$ cat config.mk
export PLATFORM = sky130hd
export DESIGN_NAME = exmem_skid_stage
export DESIGN_NICKNAME = d
export VERILOG_FILES = /design/src/rtl/exmem_skid_stage.sv
export SDC_FILE = /design/constraint.sdc
export NUM_CORES = 1
export LEC_CHECK = 0
export CAP_MARGIN = 10
export CORE_MARGIN = 10
export CORE_UTILIZATION = 39
export CTS_BUF_LIST = sky130_fd_sc_hd__clkbuf_16
export CTS_CLUSTER_DIAMETER = 120
export CTS_CLUSTER_SIZE = 10
export DETAILED_ROUTE_END_ITERATION = 12
export MAX_ROUTING_LAYER = met4
export PLACE_DENSITY_LB_ADDON = 0.08
export SKIP_LAST_GASP = 1
export SLEW_MARGIN = 20
export SYNTH_ARGS = -nofsm -noshare
export SYNTH_HDL_FRONTEND = slang
export SYNTH_SLANG_ARGS = --single-unit
export TNS_END_PERCENT = 5
$ cat constraint.sdc
create_clock -name clk -period 3.4 [get_ports clk]
set_clock_uncertainty 0.05 [all_clocks]
set_input_delay 1.02 -clock clk [delete_from_list [all_inputs] [get_ports clk]]
set_output_delay 1.02 -clock clk [all_outputs]
set_load 0.005 [all_outputs]
$ cat src/rtl/exmem_skid_stage.sv
// EX/MEM pipeline stage with a two-entry skid buffer, synchronous flush,
// hazard-detection tap on the head entry, occupancy and flushed-entry count.
module exmem_skid_stage #(
    parameter int unsigned DATA_W      = 172,
    parameter int unsigned RD_LSB      = 160,
    parameter int unsigned RD_W        = 5,
    parameter int unsigned WE_BIT      = 165,
    parameter int unsigned BUBBLE_ZERO = 1,
    parameter int unsigned CNT_W       = 16
) (
    input  logic              clk,
    input  logic              rst_n,
    input  logic              in_valid,
    output logic              in_ready,
    input  logic [DATA_W-1:0] in_data,
    output logic              out_valid,
    input  logic              out_ready,
    output logic [DATA_W-1:0] out_data,
    input  logic              flush,
    output logic [RD_W-1:0]   hz_rd,
    output logic              hz_we,
    output logic [1:0]        occ,
    output logic [CNT_W-1:0]  flush_drops
);

    localparam int unsigned SUM_W = CNT_W + 2;
    localparam logic [SUM_W-1:0] SAT = {2'b00, {CNT_W{1'b1}}};

    typedef enum logic [1:0] {
        EMPTY = 2'd0,
        ONE   = 2'd1,
        FULL  = 2'd2
    } state_t;

    state_t             state;
    logic [DATA_W-1:0]  main_q;
    logic [DATA_W-1:0]  skid_q;
    logic [CNT_W-1:0]   drops_q;

    logic               in_fire;
    logic               out_fire;
    logic [1:0]         drop_inc;
    logic [SUM_W-1:0]   drop_sum;
    logic [CNT_W-1:0]   drop_next;

    // Handshake status comes only from registered state, so MEM stall never reaches EX.
    assign in_ready  = (state != FULL);
    assign out_valid = (state != EMPTY);
    assign in_fire   = in_valid & in_ready;
    assign out_fire  = out_valid & out_ready;

    always_comb begin
        occ = 2'd0;
        case (state)
            ONE:     occ = 2'd1;
            FULL:    occ = 2'd2;
            default: occ = 2'd0;
        endcase
    end

    // An entry leaving to MEM in the flush cycle was consumed, not dropped.
    assign drop_inc  = occ - {1'b0, out_fire};
    assign drop_sum  = {2'b00, drops_q} + {{CNT_W{1'b0}}, drop_inc};
    assign drop_next = (drop_sum > SAT) ? SAT[CNT_W-1:0] : drop_sum[CNT_W-1:0];

    always_ff @(posedge clk) begin
        if (!rst_n) begin
            state   <= EMPTY;
            main_q  <= '0;
            skid_q  <= '0;
            drops_q <= '0;
        end else if (flush) begin
            state   <= EMPTY;
            drops_q <= drop_next;
        end else begin
            case (state)
                EMPTY: begin
                    if (in_fire) begin
                        main_q <= in_data;
                        state  <= ONE;
                    end
                end
                ONE: begin
                    if (in_fire && out_fire) begin
                        main_q <= in_data;
                    end else if (in_fire) begin
                        skid_q <= in_data;
                        state  <= FULL;
                    end else if (out_fire) begin
                        state  <= EMPTY;
                    end
                end
                FULL: begin
                    if (out_fire) begin
                        main_q <= skid_q;
                        state  <= ONE;
                    end
                end
                default: state <= EMPTY;
            endcase
        end
    end

    // Head payload, optionally forced to zero while the stage holds a bubble.
    always_comb begin
        out_data = main_q;
        if ((BUBBLE_ZERO != 0) && !out_valid) begin
            out_data = '0;
        end
    end

    assign hz_rd       = out_valid ? main_q[RD_LSB +: RD_W] : '0;
    assign hz_we       = main_q[WE_BIT] & out_valid;
    assign flush_drops = drops_q;

endmodule

Word level (Yosys, flattened, before mapping)
Index checks and enable logic that the tools add are counted.
{"block": "op_classes", "n_addsub": 2, "n_lt_le_gt_ge": 1, "n_eq_ne": 8, "mux": 14, "n_bitwise": 6, "reduce_logical": 8}
{"op": "172-bit 2-to-1 mux", "count": 4}
{"op": "172-bit case mux with 3 select lines", "count": 1}
{"op": "16-bit by 2-bit adder with 17-bit output", "count": 1}
{"op": "17-bit by 16-bit greater-than comparator with 1-bit output (second input constant)", "count": 1}
{"op": "16-bit 2-to-1 mux", "count": 1}
{"op": "2-bit 2-to-1 mux", "count": 5}
{"op": "2-bit inequality test (second input constant)", "count": 5}
{"op": "4-bit AND reduction", "count": 2}
{"op": "2-bit case mux with 3 select lines", "count": 1}
{"op": "5-bit 2-to-1 mux", "count": 1}
{"op": "5-bit AND reduction", "count": 1}
{"op": "2-bit case mux with 2 select lines", "count": 1}
{"op": "1-bit bitwise AND", "count": 3}
{"op": "3-bit inequality test (second input constant)", "count": 1}
{"op": "1-bit inverter", "count": 3}
{"op": "3-bit nonzero test", "count": 1}
{"op": "2-bit by 1-bit equality test with 1-bit output (second input constant)", "count": 1}
{"op": "2-bit equality test (second input constant)", "count": 1}
{"op": "2-bit logical NOT", "count": 1}
{"op": "2-bit nonzero test", "count": 1}
{"op": "2-bit OR reduction", "count": 1}
{"op": "2-bit by 1-bit subtractor with 2-bit output", "count": 1}
{"op": "1-bit logical AND", "count": 1}
{"block": "word_totals", "ff_bits": 362}

Depth between registers and ports, before layout
Gate-level depths: netlist (run 1).
{"block": "depth", "depth_word": 6, "depth_mapped": 12}

Worst setup path after synthesis (run 1)
OpenSTA, ideal clock, no wires.
{"block": "synth_timing", "path_kind": "input port to flip-flop", "from": "in out_ready", "to": "reg drops_q[14] (netlist: flush_drops[14])", "arrival_ps": 2831, "t_required_ps": 3219, "slack_ps": 388, "cell_stages": 10, "path_buffers": 0, "cell_sequence": "and2_1 ha_1 inv_1 ha_1 inv_1 fa_1 nand2b_1 nor3_1 nand4_1 nor3b_1"}
{"block": "synth_via", "elab_chain_cells": 5}
{"element": "from (decl)", "line": "17", "source": "input logic out_ready,"}
{"element": "1-bit bitwise AND (*)", "line": "50", "source": "assign out_fire = out_valid & out_ready;"}
{"element": "2-bit by 1-bit subtractor with 2-bit output (*)", "line": "62", "source": "assign drop_inc = occ - {1'b0, out_fire};"}
{"element": "16-bit by 2-bit adder with 17-bit output (*)", "line": "63", "source": "assign drop_sum = {2'b00, drops_q} + {{CNT_W{1'b0}}, drop_inc};"}
{"element": "17-bit by 16-bit greater-than comparator with 1-bit output", "line": "64", "source": "assign drop_next = (drop_sum > SAT) ? SAT[CNT_W-1:0] : drop_sum[CNT_W-1:0];"}
{"element": "16-bit 2-to-1 mux (*)", "line": "64"}
{"element": "to (signal assigned)", "line": "74", "source": "drops_q <= drop_next;"}
{"element": "to (decl)", "line": "38", "source": "logic [CNT_W-1:0] drops_q;"}
Mark *: on every way between the ends. The rest lies on a longest branch, timed or not.
A chain may end at the register's enable or synchronous reset.

Final worst setup path (run 1)
{"block": "layout_timing", "from": "reg state[1]", "to": "out out_data[84]"}
{"block": "layout_via", "elab_chain_cells": 2}
{"element": "from (decl)", "line": "35", "source": "state_t state;"}
{"element": "from (signal assigned)", "line": "68", "source": "state <= EMPTY;"}
{"element": "from (signal assigned)", "line": "73", "source": "state <= EMPTY;"}
{"element": "from (signal assigned)", "line": "80", "source": "state <= ONE;"}
{"element": "2-bit nonzero test", "line": "48", "source": "assign out_valid = (state != EMPTY);"}
{"element": "172-bit 2-to-1 mux", "line": "107", "source": "if ((BUBBLE_ZERO != 0) && !out_valid) begin"}
{"element": "to (decl)", "line": "18", "source": "output logic [DATA_W-1:0] out_data,"}
No other way between the ends.

==> results of run 1 <==
-- sequential cells by signal (all words and copies together), names as in the netlist --
register	count
skid_q	172
flush_drops	16
state	2
main_q	172
-- kinds of logic (layout without fill, tap and decap cells) --
kind of cell	Yosys count	in the layout	share of synthesized area
xor+xnor	1	1	0.000508
other cells	0	14	0
fa+ha+maj	4	4	0.00334
flops	362	362	0.421
mux	174	174	0.101
buf+inv	229	491	0.0732
compound gates	549	549	0.247
simple gates	566	567	0.154
-- power by group through the flow --
stage | combinational (W) | sequential [W] | clock [W]
2_1_floorplan | 0.000554 | 0.00452 | 0
3_3_place_gp | 0.00108 | 0.00454 | 0
3_5_place_dp | 0.00109 | 0.00455 | 0
4_1_cts | 0.00111 | 0.00445 | 0.00412
5_1_grt | 0.00120 | 0.00447 | 0.00428
6_report | 0.00111 | 0.00446 | 0.00401
-- cell usage after synthesis, types with 3 or more instances --
cell type | number | area (µm²)
sky130_fd_sc_hd__a2111oi_0 | 135 | 1180
sky130_fd_sc_hd__a2111oi_1 | 10 | 100
sky130_fd_sc_hd__a2111oi_2 | 27 | 405
sky130_fd_sc_hd__a21oi_1 | 178 | 891
sky130_fd_sc_hd__a31o_1 | 168 | 1470
sky130_fd_sc_hd__a31o_2 | 4 | 35.0
sky130_fd_sc_hd__a31oi_1 | 8 | 50.1
sky130_fd_sc_hd__and2_1 | 175 | 1090
sky130_fd_sc_hd__and4_1 | 3 | 26.3
sky130_fd_sc_hd__buf_1 | 8 | 30.0
sky130_fd_sc_hd__buf_12 | 11 | 220
sky130_fd_sc_hd__buf_2 | 41 | 205
sky130_fd_sc_hd__buf_4 | 7 | 52.6
sky130_fd_sc_hd__buf_6 | 10 | 113
sky130_fd_sc_hd__buf_8 | 6 | 90.1
sky130_fd_sc_hd__clkbuf_1 | 136 | 510
sky130_fd_sc_hd__dfxtp_1 | 362 | 7250
sky130_fd_sc_hd__ha_1 | 3 | 37.5
sky130_fd_sc_hd__inv_1 | 8 | 30.0
sky130_fd_sc_hd__mux2i_1 | 174 | 1740
sky130_fd_sc_hd__nand2_1 | 351 | 1320
sky130_fd_sc_hd__nand2b_1 | 4 | 25.0
sky130_fd_sc_hd__nand3_1 | 3 | 15.0
sky130_fd_sc_hd__nand4_1 | 5 | 31.3
sky130_fd_sc_hd__nor2_1 | 7 | 26.3
sky130_fd_sc_hd__nor3_1 | 6 | 30.0
sky130_fd_sc_hd__o21ai_0 | 9 | 45.0
-- routing by layer --
metal	share of wire	routed length (µm)
met5	0	0
met4	0.020	1180
met3	0.059	3550
met2	0.46	27500
met1	0.46	27500
-- timing repair --
action                                  in CTS  in global routing
gates cloned                                 2                  1
pin swaps                                    1                  1
resized for setup                            4                  0
setup buffers                                1                  2
endpoints found under the setup margin     142                 29
-- final cells by class --
cell class              instances  area [µm²]  area share
inverters                      10        52.6     0.00233
multi-input cells            1295        8770       0.389
well taps                     585         732      0.0325
flip-flops and latches        362        7250       0.322
repair buffers                435        4570       0.203
clock buffers                  45        1130      0.0499
clock inverters                 1        8.76    0.000388
diodes                         14        35.0     0.00155
-- per-stage QoR --
stage	setup slack [ns]	setup TNS, ns	area [µm²]
CTS	-0.0140	-0.0396	22500
detailed placement	-0.239	-2.14	21300
finish	0.0529	0	22500
floorplan	0.388	0	17200
global placement	-0.216	-2.06	21300
global route	0.00355	0	22500
-- worst max-delay path by stage --
| stage | start | to | depth (start not counted) |
|---|---|---|---|
| detailed placement | out_ready | flush_drops[3] | 11 |
| CTS | state[0] | out_data[69] | 4 |
| floorplan | out_ready | flush_drops[14] | 10 |
| global route | state[1] | out_data[52] | 5 |
| finish | state[1] | out_data[84] | 5 |
| global placement | out_ready | flush_drops[3] | 11 |
-- worst register-to-register path: cells and delay by family, from the launching register on --
kind | cells | cell delay, ns
buf+inv | 2 | 0.11
simple gates | 4 | 1.21
fa+ha+maj | 3 | 0.81
flops | 1 | 0.39
compound gates | 2 | 0.37
==> results.txt, run 1 <==
The count of buffering cells on the critical path with inverters included is 3. For this run, design rule violations remaining after detail routing come to 0. In the global route stage, met3 resource usage came out at 0.0510. In the synthesized netlist the dominant register cell turns out to be sky130_fd_sc_hd__dfxtp_1.

The slew at the pin closest to its max-slew limit came out at 1.16 ns. The cell count after synthesis came out at 1,885. The final weighted congestion of routability-driven global placement came out at 0.776. The number of H-tree branching levels is 2.

The leakage component of the power is 8.72 nW. The internal power contribution came out at 0.00722 W. After filler insertion, the fill cell instance count of the layout stands at 4,028. The first-pass GRT wire length is 91,600 µm. Total power for the finished layout comes to 0.00957 W. The half-perimeter wire length after detailed placement came out at 36,800 µm.

Leaving out fill and tap cells, the most frequent cell in the layout is sky130_fd_sc_hd__clkdlybuf4s50_1. The mean area per synthesized cell came out at 9.14 µm². After layout, the minimum clock period comes to 3.35 ns. The routed via count divided by cell count is 5.56. Across every metal layer, demand over resource in global routing totals 0.221.

The number of antenna violations at the first check in global routing is 12. The library cells used most frequently in the layout, excluding fill and tap cells, are sky130_fd_sc_hd__clkdlybuf4s50_1, sky130_fd_sc_hd__dfxtp_1, sky130_fd_sc_hd__nand2_1. The end of the worst hold path is skid_q[165]. The number of synthesized flops with an enable pin came out at 0. Setup repair after global routing left no endpoint under its margin. The worst pin sits at a relative slew slack of 0.230. Across the run, the number of max-cap violations was 0. After detailed routing, the average wire length per cell comes to 21.7 µm.

The run finished with clean final reports. Setup violations remaining at the end of the flow were counted as 0. The number of slew-limit violations in the final report came out at 0. For the worst setup path, the data arrival time is 2.28 ns.

The TritonCTS clock tree is done. The clock-pin slew on the worst setup and hold paths came out at 0.06 ns. The element type at the critical path end is an output pin. The slowest stage of the critical path is the sky130_fd_sc_hd__clkdlybuf4s50_1 cell. Summing over every cut layer, the via total after detailed routing is 15,273. The worst hold path was traced through 2 stages. The maximum number of buffers from clock root to sink is 3. The post-route core utilization came out at 0.520. The sequential area share after synthesis is 0.421. At the worst endpoint, the required time is 2.33 ns. The delay of the slowest critical-path stage came out at 0.47 ns. The tightest min-delay check is of the register to register type. Entering global routing, the biggest net connects 185 pins. The die is 230 µm tall. The layout overhead on the synthesized area came out at 30.8%.

The netlist area before placement came out at 0.0172 mm². The total instance count after detailed placement is 2,681. The number of cells on the worst reg-to-reg path is 11. The final global-route overflow total is 0. The number of nets with antenna violations after detailed routing came out at 0.

For this run, global-route usage on met2 was measured as 0.334. The global-route track usage on met1 came out at 0.290. The number of global-route vias before repair is 14,966. At the later pin of the worst-skew pair, clock insertion delay measures 0.55 ns.

In this run the worst path has a maximum fanout of 27. For this run, the detailed router's first-pass iteration total came to 5. The async set-reset flop share out of synthesis came out at 0.

Of the available clock period, the critical path in the final layout requires 0.984. The die outline width is 230 µm. During I/O placement, the number of pins put on the boundary was 375.

For this design, the sink count on the clock tree is 362. Counting distinct cell types in the post-synthesis netlist gives 49. The initial core utilization is 0.397. The first-iteration detailed-routing DRC count is 1,249. The number of nets produced by synthesis is 2,066. The switching share of power is 0.246. The register bit total from synthesis is 362. The number of buffers created by CTS is 42. The global routing stage identified its most utilized layer as met2.

The Yosys step of the flow raised 0 warnings. Final hold analysis gives a worst-case slack of 0.401 ns. The achievable frequency came out at 0.299 GHz. The critical path goes through or2_4 -> buf_4 -> bufbuf_16 -> and2_1 -> clkdlybuf4s50_1.

The final-stage net count came out at 2,327. Of the total power, the clock network draws 0.419. The number of hold-repair buffers added at the cts stage came out at 0. The total power per unit cell area is 425 mW/mm². The critical path is of the register to output pin type. The power dissipated by switching net loads is 0.00235 W.

The source of the worst hold timing path is skid_q[165]. The area of the placeable core came out at 0.0434 mm². The share of total power dissipated in sequential elements is 0.465. The final routed wirelength across all metal layers is 59,700 µm. On the critical path the largest part of the delay comes from buffers and inverters. The startpoint identified for the worst register-to-register timing path is state[0]. The startpoint class of the critical path is a register.

The worst register-to-register path ends at flush_drops[3]. The count of final hold-check violations is 0. The library cell used as clock root buffer is sky130_fd_sc_hd__clkbuf_16.

The reg-to-reg setup timing slack came out at 0.37 ns. The finished layout holds 2,747 standard cells, fillers aside. VDD sags by at most 0.000312 V. Of the total power, combinational logic draws 0.116. The number of input and output port buffers inserted is 374. The share of cells above drive strength 1 came out at 0.0708.

The die footprint is 0.0530 mm². The total number of placement rows came out at 76.
Power figures use the tool's default switching activity.
==> inputs of run 2 (changes only) <==
--- a/config.mk
+++ b/config.mk
@@ -7,7 +7,7 @@
 export LEC_CHECK = 0
 export CAP_MARGIN = 10
 export CORE_MARGIN = 10
-export CORE_UTILIZATION = 39
+export CORE_UTILIZATION = 40
 export CTS_BUF_LIST = sky130_fd_sc_hd__clkbuf_16
 export CTS_CLUSTER_DIAMETER = 120
 export CTS_CLUSTER_SIZE = 10
==> run 2 against run 1 <==
Compared with the run above:
- power decreased by 0.10%
- non-clock buffer count decreased by 7
- combinational power about the same
- clock power about the same
- die area decreased by 2.3%
- critical path depth unchanged
- worst hold slack about the same
==> results.txt, run 2 (synthesis gave the netlist of run 1 again) <==
The worst-path maximum fanout came to 23 (-15%). The number of H-tree branching levels came out at 2 (unchanged). The library cell used as clock root buffer is sky130_fd_sc_hd__clkbuf_16. The reg-to-reg setup timing slack is 0.42 ns (+0.05 ns).

The maximum number of buffers from clock root to sink is 3 (unchanged). The area of the placeable core came to 0.0422 mm² (-2.6%). The first-iteration detailed-routing DRC count came to 1,244 (-0.40%). The max-cap violation count came out at 0 (unchanged). The startpoint class of the critical path is a register. The die boundary height is 228 µm (-1.1%).

The half-perimeter wire length after detailed placement came out at 35,700 µm (-3.1%). The worst register-to-register path begins at state[0]. The hold path depth came out at 2 (unchanged). The area of combinational cells with multiple inputs is 0.00876 mm² (about the same). The die outline width is 228 µm (-1.1%). The end of the worst hold path is skid_q[78]. The endpoint identified for the worst register-to-register timing path is flush_drops[3]. The detailed-route via count came out at 15,414 (+0.92%). The required time of the worst setup path is 2.33 ns (about the same). The number of antenna violations at the first check in global routing came out at 14 (+2). The number of search-and-repair iterations in the first detailed-routing pass came to 5 (unchanged).

The worst ir drop on vdd is 0.000288 V (-7.8%). Setup repair after global routing could not meet its margin everywhere. The critical path in this run is classified as register to output pin. STA classifies the critical path endpoint as an output pin.

The die footprint came out at 0.0518 mm² (-2.3%). The shortest period the worst path allows is 3.34 ns (-0.0109 ns). The total instance count after detailed placement came out at 2,627 (-2.0%). The total power after layout is 0.00956 W (-0.10%). The post-layout instance count excluding filler cells came out at 2,695 (-1.9%). The remaining routing DRC violations is 0 (unchanged). The I/O pin count is 375 (unchanged). The finished layout cell area came out at 0.0224 mm² (-0.77%). The first-pass GRT wire length came out at 89,800 µm (-2.0%). The final setup violation count came out at 0 (unchanged).

The routed via count divided by cell count is 5.72 (+2.9%). The number of slew-limit violations in the final report is 0 (unchanged). The routed length per placed instance came to 22.0 µm (+1.4%).

The worst hold margin came to 0.401 ns (-0.000286 ns). The clock net sink count came to 362 (unchanged). The total power per unit cell area came out at 427 mW/mm² (+0.67%). The source-to-sink clock delay at the later pin of the worst-skew pair is 0.56 ns (about the same). The library cells used most frequently in the layout, excluding fill and tap cells, are sky130_fd_sc_hd__clkdlybuf4s50_1, sky130_fd_sc_hd__dfxtp_1, sky130_fd_sc_hd__nand2_1. The source of the worst hold timing path is skid_q[78]. The share of cells above drive strength 1 is 0.0673 (-0.00347). The final routed wirelength across all metal layers is 59,400 µm (-0.53%). The post-place instance area was 0.0211 mm² (-0.96%). The layout overhead on the synthesized area is 29.8%. The aggregate negative setup slack is 0 ns (unchanged).

The achievable frequency came out at 0.300 GHz (+0.33%). The TritonCTS clock tree is done. The area taken by flip-flops and latches came to 0.00725 mm² (about the same). The part of the cycle the worst path needs came out at 0.981 (-0.00319). The clock-pin slew on the worst setup and hold paths is 0.06 ns (about the same). The largest net degree at the start of global routing is 185 (unchanged).

The number of buffers created by CTS came out at 42 (unchanged). The flow ran to the end, and the final reports show no timing, DRC or antenna violations. The final global-route overflow total was 0 (unchanged). The library cell used most frequently in the layout, excluding fill and tap cells, is sky130_fd_sc_hd__clkdlybuf4s50_1. The final weighted congestion of routability-driven global placement came to 0.790 (+1.8%).

The slew at the pin closest to its max-slew limit came out at 1.08 ns (-0.0757 ns). The total routing resource utilization after global routing is 0.223 (+0.00218). The cell count of the worst reg-to-reg path is 12 (+1). The number of global-route vias before repair is 15,085 (+0.80%). The initial core utilization came out at 0.408 (+0.0107). The count of final hold-check violations came to 0 (unchanged). The leakage component of the power is 8.66 nW (-0.70%).

The arrival time reported for the critical path endpoint came out at 2.27 ns (about the same). The count of filler cells inserted in the layout is 3,904 (-3.1%). The number of nets with antenna violations after detailed routing came to 0 (unchanged). The final-stage net count is 2,319 (-0.34%). The type of the worst min-delay path is register to register. The number of input and output port buffers inserted is 374 (unchanged). The total number of placement rows came to 75 (-1.3%). The normalized max-slew margin was 0.280 (+0.0505).
[run 2: final cells by class]
type,count,area share
Antenna cell,16,0.00179
Sequential cell,362,0.324
Timing Repair Buffer,428,0.199
Clock inverter,1,0.000391
Inverter,10,0.00235
Clock buffer,45,0.0503
Tap cell,539,0.0301
Multi-Input combinational cell,1294,0.392
[run 2: worst max-delay path: stages (launching register included)]
cell and delay, ns:
sky130_fd_sc_hd__dfxtp_1 0.34, sky130_fd_sc_hd__or2_4 0.28, sky130_fd_sc_hd__buf_4 0.18, sky130_fd_sc_hd__clkbuf_16 0.20, sky130_fd_sc_hd__and2_1 0.17, sky130_fd_sc_hd__clkdlybuf4s50_1 0.52
[run 2: worst max path at each step]
| stage | start | endpoint |
|---|---|---|
| 3_5_place_dp | out_ready | flush_drops[3] |
| 6_report | state[0] | out_data[91] |
| 4_1_cts | state[1] | out_data[0] |
| 3_3_place_gp | out_ready | flush_drops[3] |
| 5_1_grt | out_ready | flush_drops[3] |
| 2_1_floorplan | out_ready | flush_drops[14] |
[run 2: power breakdown]
part	switching, W	internal [W]	total (W)
Clock	0.00170	0.00231	0.00401
Sequential	0.0000672	0.00439	0.00446
Combinational	0.000590	0.000507	0.00110
Total	0.00235	0.00721	0.00956
[run 2: metal layers]
metal | GRT usage | wire [µm] | vias up
li1 | - | - | 7346
met1 | 0.293 | 26900 | 7571
met2 | 0.339 | 27800 | 437
met3 | 0.0468 | 3700 | 60
met4 | 0.0666 | 981 | 0
met5 | - | 0 | -
[run 2: timing repair]
item,in CTS,in global routing
hold buffers,0,0
setup endpoints to repair,13,128
setup buffers,0,2
pin swaps,0,1
gates cloned,0,4
resized for setup,1,3
[run 2: metrics by stage]
step                       util  setup WS (ns)
final                     0.530         0.0638
after CTS                 0.526        -0.0280
after global placement    0.499         -0.350
after floorplan               -          0.388
after detailed placement  0.499         -0.442
after global routing      0.530        -0.0219
